==> src/rtl/sfx_pkg.sv <==
// Shared types and constants for the sound-effect sequencer.
// Event priorities, ROM entry layout, sequence start addresses and FSM states.
package sfx_pkg;

  typedef enum logic [2:0] {
    PRIO_NONE  = 3'd0,
    PRIO_MOVE  = 3'd1,
    PRIO_MERGE = 3'd2,
    PRIO_WIN   = 3'd3,
    PRIO_LOSE  = 3'd4
  } prio_t;

  typedef struct packed {
    logic       last;
    logic [2:0] dur;
    logic [3:0] tone;
  } rom_entry_t;

  localparam logic [3:0] ADDR_MOVE  = 4'd0;
  localparam logic [3:0] ADDR_MERGE = 4'd1;
  localparam logic [3:0] ADDR_WIN   = 4'd3;
  localparam logic [3:0] ADDR_LOSE  = 4'd7;

  typedef enum logic [1:0] {
    ST_IDLE  = 2'd0,
    ST_FETCH = 2'd1,
    ST_PLAY  = 2'd2
  } state_t;

  function automatic logic [3:0] start_addr(input prio_t p);
    case (p)
      PRIO_LOSE:  start_addr = ADDR_LOSE;
      PRIO_WIN:   start_addr = ADDR_WIN;
      PRIO_MERGE: start_addr = ADDR_MERGE;
      default:    start_addr = ADDR_MOVE;
    endcase
  endfunction

  // Simultaneous events resolve to the most important one only.
  function automatic prio_t event_prio(input logic mv, input logic mg,
                                       input logic w, input logic l);
    if (l)       event_prio = PRIO_LOSE;
    else if (w)  event_prio = PRIO_WIN;
    else if (mg) event_prio = PRIO_MERGE;
    else if (mv) event_prio = PRIO_MOVE;
    else         event_prio = PRIO_NONE;
  endfunction

endpackage

==> src/rtl/sfx_sequencer_if.sv <==
// Game-event inputs and tone-select outputs of the sound-effect sequencer.
// master = game logic side, slave = sequencer side.
interface sfx_sequencer_if;
  logic       en;
  logic       ev_move;
  logic       ev_merge;
  logic       ev_win;
  logic       ev_lose;
  logic [3:0] tone;
  logic       busy;

  modport master (output en, ev_move, ev_merge, ev_win, ev_lose,
                  input  tone, busy);
  modport slave  (input  en, ev_move, ev_merge, ev_win, ev_lose,
                  output tone, busy);
endinterface

==> src/rtl/sfx_rom.sv <==
// Constant note-sequence table: addr -> {last, dur, tone}.
// Entries beyond the last sequence and beyond ROM_DEPTH read as zero.
module sfx_rom
  import sfx_pkg::*;
#(
  parameter int ROM_DEPTH = 16
) (
  input  logic [3:0] addr,
  output rom_entry_t entry
);

  always_comb begin
    entry = '0;
    if (int'(addr) < ROM_DEPTH) begin
      case (addr)
        4'd0:    entry = '{last: 1'b1, dur: 3'd1, tone: 4'b0001};
        4'd1:    entry = '{last: 1'b0, dur: 3'd1, tone: 4'b0010};
        4'd2:    entry = '{last: 1'b1, dur: 3'd1, tone: 4'b0100};
        4'd3:    entry = '{last: 1'b0, dur: 3'd2, tone: 4'b0001};
        4'd4:    entry = '{last: 1'b0, dur: 3'd2, tone: 4'b0010};
        4'd5:    entry = '{last: 1'b0, dur: 3'd2, tone: 4'b0100};
        4'd6:    entry = '{last: 1'b1, dur: 3'd4, tone: 4'b1000};
        4'd7:    entry = '{last: 1'b0, dur: 3'd2, tone: 4'b1000};
        4'd8:    entry = '{last: 1'b0, dur: 3'd2, tone: 4'b0100};
        4'd9:    entry = '{last: 1'b0, dur: 3'd2, tone: 4'b0010};
        4'd10:   entry = '{last: 1'b1, dur: 3'd4, tone: 4'b0001};
        default: entry = '0;
      endcase
    end
  end

endmodule

==> src/rtl/sfx_sequencer.sv <==
// Turns one-cycle game events into timed one-hot note sequences for the tone generator.
// Optional macro SFX_PENDING_EN adds a one-deep slot for events that cannot preempt.
module sfx_sequencer
  import sfx_pkg::*;
#(
  parameter int NOTE_TICKS = 5000000,
  parameter int ROM_DEPTH  = 16
) (
  input logic       clk,
  input logic       rst_n,
  sfx_sequencer_if.slave bus
);

  localparam int CNT_W = $clog2(7 * NOTE_TICKS);

  state_t           state_reg;
  prio_t            cur_reg;
  logic [3:0]       addr_reg;
  logic [CNT_W-1:0] cnt_reg;
  logic             last_reg;
  logic [3:0]       tone_reg;
  logic             busy_reg;

  rom_entry_t       rom_entry;
  prio_t            new_prio;
  prio_t            follow_prio;
  logic [2:0]       dur_eff;
  logic [CNT_W-1:0] cnt_load;

  sfx_rom #(.ROM_DEPTH(ROM_DEPTH)) u_rom (
    .addr  (addr_reg),
    .entry (rom_entry)
  );

  assign new_prio = event_prio(bus.ev_move, bus.ev_merge, bus.ev_win, bus.ev_lose);

  always_comb begin
    dur_eff  = (rom_entry.dur == 3'd0) ? 3'd1 : rom_entry.dur;
    cnt_load = CNT_W'(int'(dur_eff) * NOTE_TICKS - 1);
  end

`ifdef SFX_PENDING_EN
  prio_t pend_reg;
  prio_t pend_merged;
  // An event arriving on the final cycle still competes for the follow-on slot.
  assign pend_merged = (new_prio > pend_reg) ? new_prio : pend_reg;
  assign follow_prio = pend_merged;
`else
  assign follow_prio = PRIO_NONE;
`endif

  always_ff @(posedge clk or negedge rst_n) begin
    if (!rst_n) begin
      state_reg <= ST_IDLE;
      cur_reg   <= PRIO_NONE;
      addr_reg  <= '0;
      cnt_reg   <= '0;
      last_reg  <= 1'b0;
      tone_reg  <= '0;
      busy_reg  <= 1'b0;
`ifdef SFX_PENDING_EN
      pend_reg  <= PRIO_NONE;
`endif
    end else if (!bus.en) begin
      state_reg <= ST_IDLE;
      cur_reg   <= PRIO_NONE;
      cnt_reg   <= '0;
      tone_reg  <= '0;
      busy_reg  <= 1'b0;
`ifdef SFX_PENDING_EN
      pend_reg  <= PRIO_NONE;
`endif
    end else if (new_prio > cur_reg) begin
      // Idle counts as PRIO_NONE, so starting and preempting share this path.
      state_reg <= ST_FETCH;
      addr_reg  <= start_addr(new_prio);
      cur_reg   <= new_prio;
      tone_reg  <= '0;
      busy_reg  <= 1'b1;
`ifdef SFX_PENDING_EN
      if (pend_reg <= new_prio) pend_reg <= PRIO_NONE;
`endif
    end else begin
`ifdef SFX_PENDING_EN
      pend_reg <= pend_merged;
`endif
      case (state_reg)
        ST_IDLE: begin
          tone_reg <= '0;
          busy_reg <= 1'b0;
        end
        ST_FETCH: begin
          state_reg <= ST_PLAY;
          tone_reg  <= rom_entry.tone;
          last_reg  <= rom_entry.last;
          cnt_reg   <= cnt_load;
        end
        ST_PLAY: begin
          if (cnt_reg == '0) begin
            tone_reg <= '0;
            if (!last_reg) begin
              addr_reg  <= addr_reg + 4'd1;
              state_reg <= ST_FETCH;
            end else if (follow_prio != PRIO_NONE) begin
              state_reg <= ST_FETCH;
              addr_reg  <= start_addr(follow_prio);
              cur_reg   <= follow_prio;
`ifdef SFX_PENDING_EN
              pend_reg  <= PRIO_NONE;
`endif
            end else begin
              state_reg <= ST_IDLE;
              cur_reg   <= PRIO_NONE;
              busy_reg  <= 1'b0;
            end
          end else begin
            cnt_reg <= cnt_reg - 1'b1;
          end
        end
        default: begin
          state_reg <= ST_IDLE;
          cur_reg   <= PRIO_NONE;
          tone_reg  <= '0;
          busy_reg  <= 1'b0;
        end
      endcase
    end
  end

  assign bus.tone = tone_reg;
  assign bus.busy = busy_reg;

endmodule

==> src/flat_wrapper.sv <==
// flat-port wrapper written by rule: the top's interface ports become plain ports
module sfx_sequencer_flat import sfx_pkg::*;
#(
  parameter int NOTE_TICKS = 5000000,
  parameter int ROM_DEPTH  = 16
)
  (clk, rst_n, bus_en, bus_ev_move, bus_ev_merge, bus_ev_win, bus_ev_lose, bus_tone, bus_busy);
  sfx_sequencer_if bus_i ();
  input logic clk;
  input logic rst_n;
  input wire logic [$bits(bus_i.en)-1:0] bus_en;
  input wire logic [$bits(bus_i.ev_move)-1:0] bus_ev_move;
  input wire logic [$bits(bus_i.ev_merge)-1:0] bus_ev_merge;
  input wire logic [$bits(bus_i.ev_win)-1:0] bus_ev_win;
  input wire logic [$bits(bus_i.ev_lose)-1:0] bus_ev_lose;
  output wire logic [$bits(bus_i.tone)-1:0] bus_tone;
  output wire logic [$bits(bus_i.busy)-1:0] bus_busy;
  assign bus_i.en = bus_en;
  assign bus_i.ev_move = bus_ev_move;
  assign bus_i.ev_merge = bus_ev_merge;
  assign bus_i.ev_win = bus_ev_win;
  assign bus_i.ev_lose = bus_ev_lose;
  assign bus_tone = bus_i.tone;
  assign bus_busy = bus_i.busy;
  sfx_sequencer #(.NOTE_TICKS(NOTE_TICKS), .ROM_DEPTH(ROM_DEPTH)) u_core (.clk(clk), .rst_n(rst_n), .bus(bus_i));
endmodule
==> config.mk <==
export PLATFORM = sky130hd
export DESIGN_NAME = sfx_sequencer_flat
export DESIGN_NICKNAME = d
export VERILOG_FILES = /design/src/rtl/sfx_pkg.sv /design/src/rtl/sfx_sequencer_if.sv /design/src/rtl/sfx_rom.sv /design/src/rtl/sfx_sequencer.sv /design/src/flat_wrapper.sv
export SDC_FILE = /design/constraint.sdc
export NUM_CORES = 1
export LEC_CHECK = 0
export CAP_MARGIN = 10
export CORE_UTILIZATION = 57
export CTS_CLUSTER_DIAMETER = 40
export DETAILED_ROUTE_END_ITERATION = 6
export GPL_TIMING_DRIVEN = 0
export PLACE_DENSITY = 0.79
export SYNTH_ARGS = -nofsm -noshare
export SYNTH_HDL_FRONTEND = slang
export SYNTH_SLANG_ARGS = --single-unit
==> constraint.sdc <==
create_clock -name clk -period 4.5 [get_ports clk]
set_input_delay 1.35 -clock clk [delete_from_list [all_inputs] [get_ports clk]]
set_output_delay 1.35 -clock clk [all_outputs]
set_load 0.02 [all_outputs]
# After elaboration in Yosys (flattened, before gate mapping)
# Memories as Yosys holds them, arrays and structs flattened.
# Cells that the tools add are included.
# Widths: inputs -> output; s select.
# totals
word_cells	73
ram_bits	0
input_bits	7
regBits	41
romBits	128
out_inout_bits	5
latchBits	0
memories	1
# memory_table
name	depth	width	rd	rd_clocked_by_memory_dff	wr	line_no	rtl
(name not given)	16	8	1	0	0	sfx_rom.sv:15	case (addr)
# op_classes
n_shift	0
add_sub_neg	3
muxes	33
reduce_logical	12
n_div	0
magnitude_cmp	1
n_bitwise	1
mul	1
n_eq_ne	14
# op_table
op	count
$mux 26	3
$pmux 26 s2	1
$mux 4	7
$logic_not 26->1	1
$sub 26x1->26 const B	1
$sub 26x2->26 const B	1
$mul 3x17->20 const B	1
$mux 3	6
$reduce_and 3->1	4
$mux 2	5
$ne 3x2->1 const B	3
$pmux 3 s3	1
$ne 4x2->1 const B	2
$pmux 4 s2	1
$eq 3x2->1 const B	2
$mux 1	6
$pmux 2 s3	1
$pmux 3 s2	1
$add 4x1->4 const B	1
$ne 2x2->1 const B	2
$reduce_and 4->1	1
$reduce_bool 2->1	2
$eq 3x3->1 const B	1
$gt 3x3->1	1
10 further kinds	10

# Longest topological paths before layout
# An unclocked memory read counts as a cell.
# depth
depth_word	8
mapped_depth	15
ltp_nobuf	15

# Hierarchy
# Synthesis repeated with hierarchy kept, for this count alone.
# unflattened
cells_unflattened	365
hier_area_um2	2959.1
# by_module_without_submodules
mod	area_per_inst_um2	cells_per_inst	n_inst	seq_area_each_um2
sfx_sequencer	2747.6	338	1	1026.0
sfx_rom	211.5	27	1	0.0

# Least setup slack after synthesis
# No wires, ideal clock.
# synth_path
kind	register to register
startpoint	register u_core.addr_reg[2]
endpoint	register u_core.cnt_reg[14]
path_buffers	1
synth_period_minus_slack_ns	3.771
t_arrival_ns	3.647
path_slack_ns	0.729
setup_time_ns	0.124
required_ns	4.376
stages_incl_launch_ff	15
path_cell_list	dfrtp_1 -> buf_1 -> mux2i_1 -> o22ai_1 -> o21ai_0 -> inv_1 -> ha_1 -> ha_1 -> fa_1 -> nand2_1 -> a21oi_1 -> a2111oi_0 -> o21ai_0 -> xnor2_1 -> a211o_1
# synth_via
elab_chain_cells	8
# synth_rtl
element	line_no	rtl
start: declaration	sfx_sequencer.sv:18	logic [3:0] addr_reg;
start signal: assignment	sfx_sequencer.sv:76	addr_reg <= start_addr(new_prio);
start signal: assignment	sfx_sequencer.sv:102	addr_reg <= addr_reg + 4'd1;
start signal: assignment	sfx_sequencer.sv:106	addr_reg <= start_addr(follow_prio);
$mem_v2 16x8 (*)	n/a	
$logic_not 3->1	sfx_sequencer.sv:38	dur_eff = (rom_entry.dur == 3'd0) ? 3'd1 : rom_entry.dur;
$mux 3 (*)	sfx_sequencer.sv:38	
$mul 3x17->20 (*)	sfx_sequencer.sv:39	cnt_load = CNT_W'(int'(dur_eff) * NOTE_TICKS - 1);
$sub 26x2->26 (*)	sfx_sequencer.sv:39	
$pmux 26 s2 (*)	sfx_sequencer.sv:87	case (state_reg)
$mux 26 (*)	sfx_sequencer.sv:73	end else if (new_prio > cur_reg) begin
$mux 26 (*)	sfx_sequencer.sv:64	end else if (!bus.en) begin
end signal: assignment	sfx_sequencer.sv:96	cnt_reg <= cnt_load;
end signal: assignment	sfx_sequencer.sv:117	cnt_reg <= cnt_reg - 1'b1;
end: declaration	sfx_sequencer.sv:19	logic [CNT_W-1:0] cnt_reg;
# Every way passes the cells marked *; elsewhere a longest branch is shown, timed or not. The select of a mux whose other input is x is not followed.
# A chain may end at the register's enable or synchronous reset.

# Worst setup path in the final report
# layout_path
startpoint	input bus_ev_lose
endpoint	register u_core.tone_reg[1], in the netlist u_core.bus.tone[1]
# layout_via
elab_chain_cells	4
elab_cells_between_ends	5
cone_classes	order compare (1); eq/ne (1); mux (3)
# layout_rtl
element	line_no	rtl
start: declaration	flat_wrapper.sv:15	input wire logic [$bits(bus_i.ev_lose)-1:0] bus_ev_lose;
$mux 3 (*)	sfx_pkg.sv:42	if (l) event_prio = PRIO_LOSE;
$gt 3x3->1 (*)	sfx_sequencer.sv:73	
$mux 4	sfx_sequencer.sv:73	
$mux 4	sfx_sequencer.sv:64	
end signal: assignment	sfx_sequencer.sv:94	tone_reg <= rom_entry.tone;
end: declaration	sfx_sequencer.sv:21	logic [3:0] tone_reg;
# Every way passes the cells marked *; elsewhere a longest branch is shown, timed or not.

==> impl_metrics.toml <==
[placed_design]
dp_hpwl_um = 6310
numPortBuffers = 10
gp_congestion = 0.941
dp_slack_ps = -0.0520

[sta]
final-setup-viol-count = 0
rsz0062_at_grt = "false"
clock.fmax_mhz = 236
setup_tns_ps = 0
fin_crit_sh_pct = 94.1
tightest_slew_ps = 740
finalHoldViolCount = 0
post-route-min-period_ps = 4240
max_slew_margin_pct = 50.7
fin_ws_ps = 265
maxSlewViolCount = 0
finClkSkew_ps = 5.25

[clock_tree]
cts_hold_buf = 0
ctsResizeCount = 0
cts_tree = "yes"
path_clk_slew_ps = 80
cts_root_buf = "clkbuf_8"
clock-sinks = 41
ctsLongestPathBuffers = 2
clkLatencyLatePin_ps = 300
htreeDepth = 2
postCtsSetupRepairBufs = 0
cts_buffers = 5

[grt]
grt_pass1_wl_um = 14700
grt_use_total_pct = 31.2
antenna_found_initial = 0
grt_pass1_vias = 2987
overflow = 0
grt_max_degree = 24

[layout]
drive_above_1_share_pct = 8.56
largest_reg_flops = 26
area_growth_pct = 9.51
n_antenna_cell = 0
final_nets = 435

[critical_path]
cp-end-kind = "flip-flop"
crit_type = "in2reg"
crit_path_max_fanout = 10
cp.arrival_ps = 4420
cp-start-kind = "input pin"
rr_worst_depth = 14
crit_required_ps = 4690

[synthesis]
synth_cell_types = 67
synth_area_leader_cell = "dfrtp_1"
synthCells = 390
ys_seq_area_share_pct = 31.6
syn_nets = 417
syn_area_um2 = 3250
yosys-top-cells-count = "42 x nand2_1, 41 x dfrtp_1, 33 x nor2_1"
synth_top_area_share_pct = 31.6
ys_seq_elements = 41
yosysMostFrequentCell = "nand2_1"
synth_edf_count = 0
ys_top_cells_by_area = "dfrtp_1 32%, ha_1 7.3%, nand2_1 4.8%, o21ai_0 4.8%, nor2_1 3.8%"
synth-main-ff-cell = "dfrtp_1"
ys_warn_count = 0
syn_avg_cell_area_um2 = 8.33
async_flop_share_pct = 100

[pwr]
p_comb_share_pct = 67.9
clkPwrFrac_pct = 9.1
swShare_pct = 51.9
max-vdd-ir-drop_uv = 355
p_leak_nw = 1.52
switchingPower_mw = 1.40
internal_power_mw = 1.30
power.density_nw_per_um2 = 760
p_seq_share_pct = 23.0

[drt]
drtIter0Drc = 276
drc = 0
via_per_inst = 6.46
wl_per_cell_um = 18.4
vias = 3106
first_pass_iters = 5
ant_nets = 0
wl_um = 8830

[floorplanning]
die_x_um = 77.5
die-area_um2 = 6010
die_h_um = 77.5
row_count = 27
initial_core_util_pct = 59.0
core_um2 = 5510
io_pins = 12

[min_path]
min_path_type = "reg2reg"
min_path_cells = 2

[flow_run]
max-cap-violations = 0

[outcome]
status = "finished, final reports clean"
power by group through the flow:
stage / Sequential [mW] / Clock [mW] / Combinational, mW
final: 0.621 / 0.247 / 1.84
after global routing: 0.636 / 0.264 / 2.01
after CTS: 0.616 / 0.251 / 1.79
after detailed placement: 0.621 / 0 / 1.78
after global placement: 0.616 / 0 / 1.72
after floorplan: 0.597 / 0 / 1.36
metal layers:
metal	part of all wire (%)	GRT usage [%]	vias up	wire length (um)
met5	0	0	-	0
met4	2.1	11.5	0	189
met3	6.0	5.53	19	534
met2	47	51.6	128	4130
met1	45	40.7	1483	3980
li1	-	-	1476	-
per-stage QoR:
step | utilization, % | hold slack (ps) | total power [mW] | instances | area, um^2
after floorplan | - | 472 | 1.96 | 390 | 3250
after global placement | 62.5 | 469 | 2.34 | 472 | 3440
after detailed placement | 62.9 | 470 | 2.40 | 473 | 3460
after CTS | 64.5 | 490 | 2.66 | 481 | 3550
after global routing | 64.6 | 520 | 2.91 | 481 | 3560
final | 64.6 | 482 | 2.70 | 481 | 3560
cells by family after synthesis:
| logic type | synth area share [%] |
|---|---|
| mux | 1.85 |
| flops | 31.6 |
| compound gates | 24.2 |
| buf+inv | 4.50 |
| xor+xnor | 4.85 |
| simple gates | 25.1 |
| fa+ha+maj | 7.93 |
layout by cell type (no fill, tap or decap), types with 4 or more instances in the layout:
master           Yosys  final
nand2_1             42     42
dfrtp_1             41     41
nor2_1              33     32
o21ai_0             31     30
a21oi_1             23     23
ha_1                19     19
inv_1               18     18
nand3_1             14     14
xnor2_1             12     12
clkbuf_1            11     11
nor3_1              10     10
clkdlybuf4s50_1      0      9
nor4_1               8      8
or3_1                7      7
o211ai_1             7      7
a22o_1               7      7
mux2i_1              6      6
xor2_1               6      6
a21o_1               5      5
and2_1               5      5
clkbuf_8             0      5
and3_1               4      4
or2_2                4      4
a211oi_1             4      4
worst paths after layout:
kind	startpoint	slack [ps]	endpoint
hold / removal	u_core.bus.tone[0]	480	u_core.bus.tone[0]
hold reg to reg	u_core.bus.tone[0]	480	u_core.bus.tone[0]
setup / recovery	bus_ev_lose	260	u_core.bus.tone[1]
max in group asynchronous	rst_n	3000	u_core.cnt_reg[17]
min in group asynchronous	rst_n	1010	u_core.cnt_reg[1]
setup reg to reg	u_core.addr_reg[1]	370	u_core.cnt_reg[14]
critical path: stages:
cell and delay (ps):
clkdlybuf4s50_1 550, nor2_1 240, ha_1 270, a211oi_1 480
o221ai_1 470, nor3_2 660, or2_2 300, o21ai_0 100
area by class of cell:
type,count,area (um^2)
Buffer,15,75.1
Timing Repair Buffer,11,123
Inverter,19,71.3
Clock inverter,3,17.5
Clock buffer,5,68.8
Multi-Input combinational cell,315,2090
Tap cell,72,90.1
Fill cell,493,1950
Sequential cell,41,1030
Power figures use the tool's default switching activity.
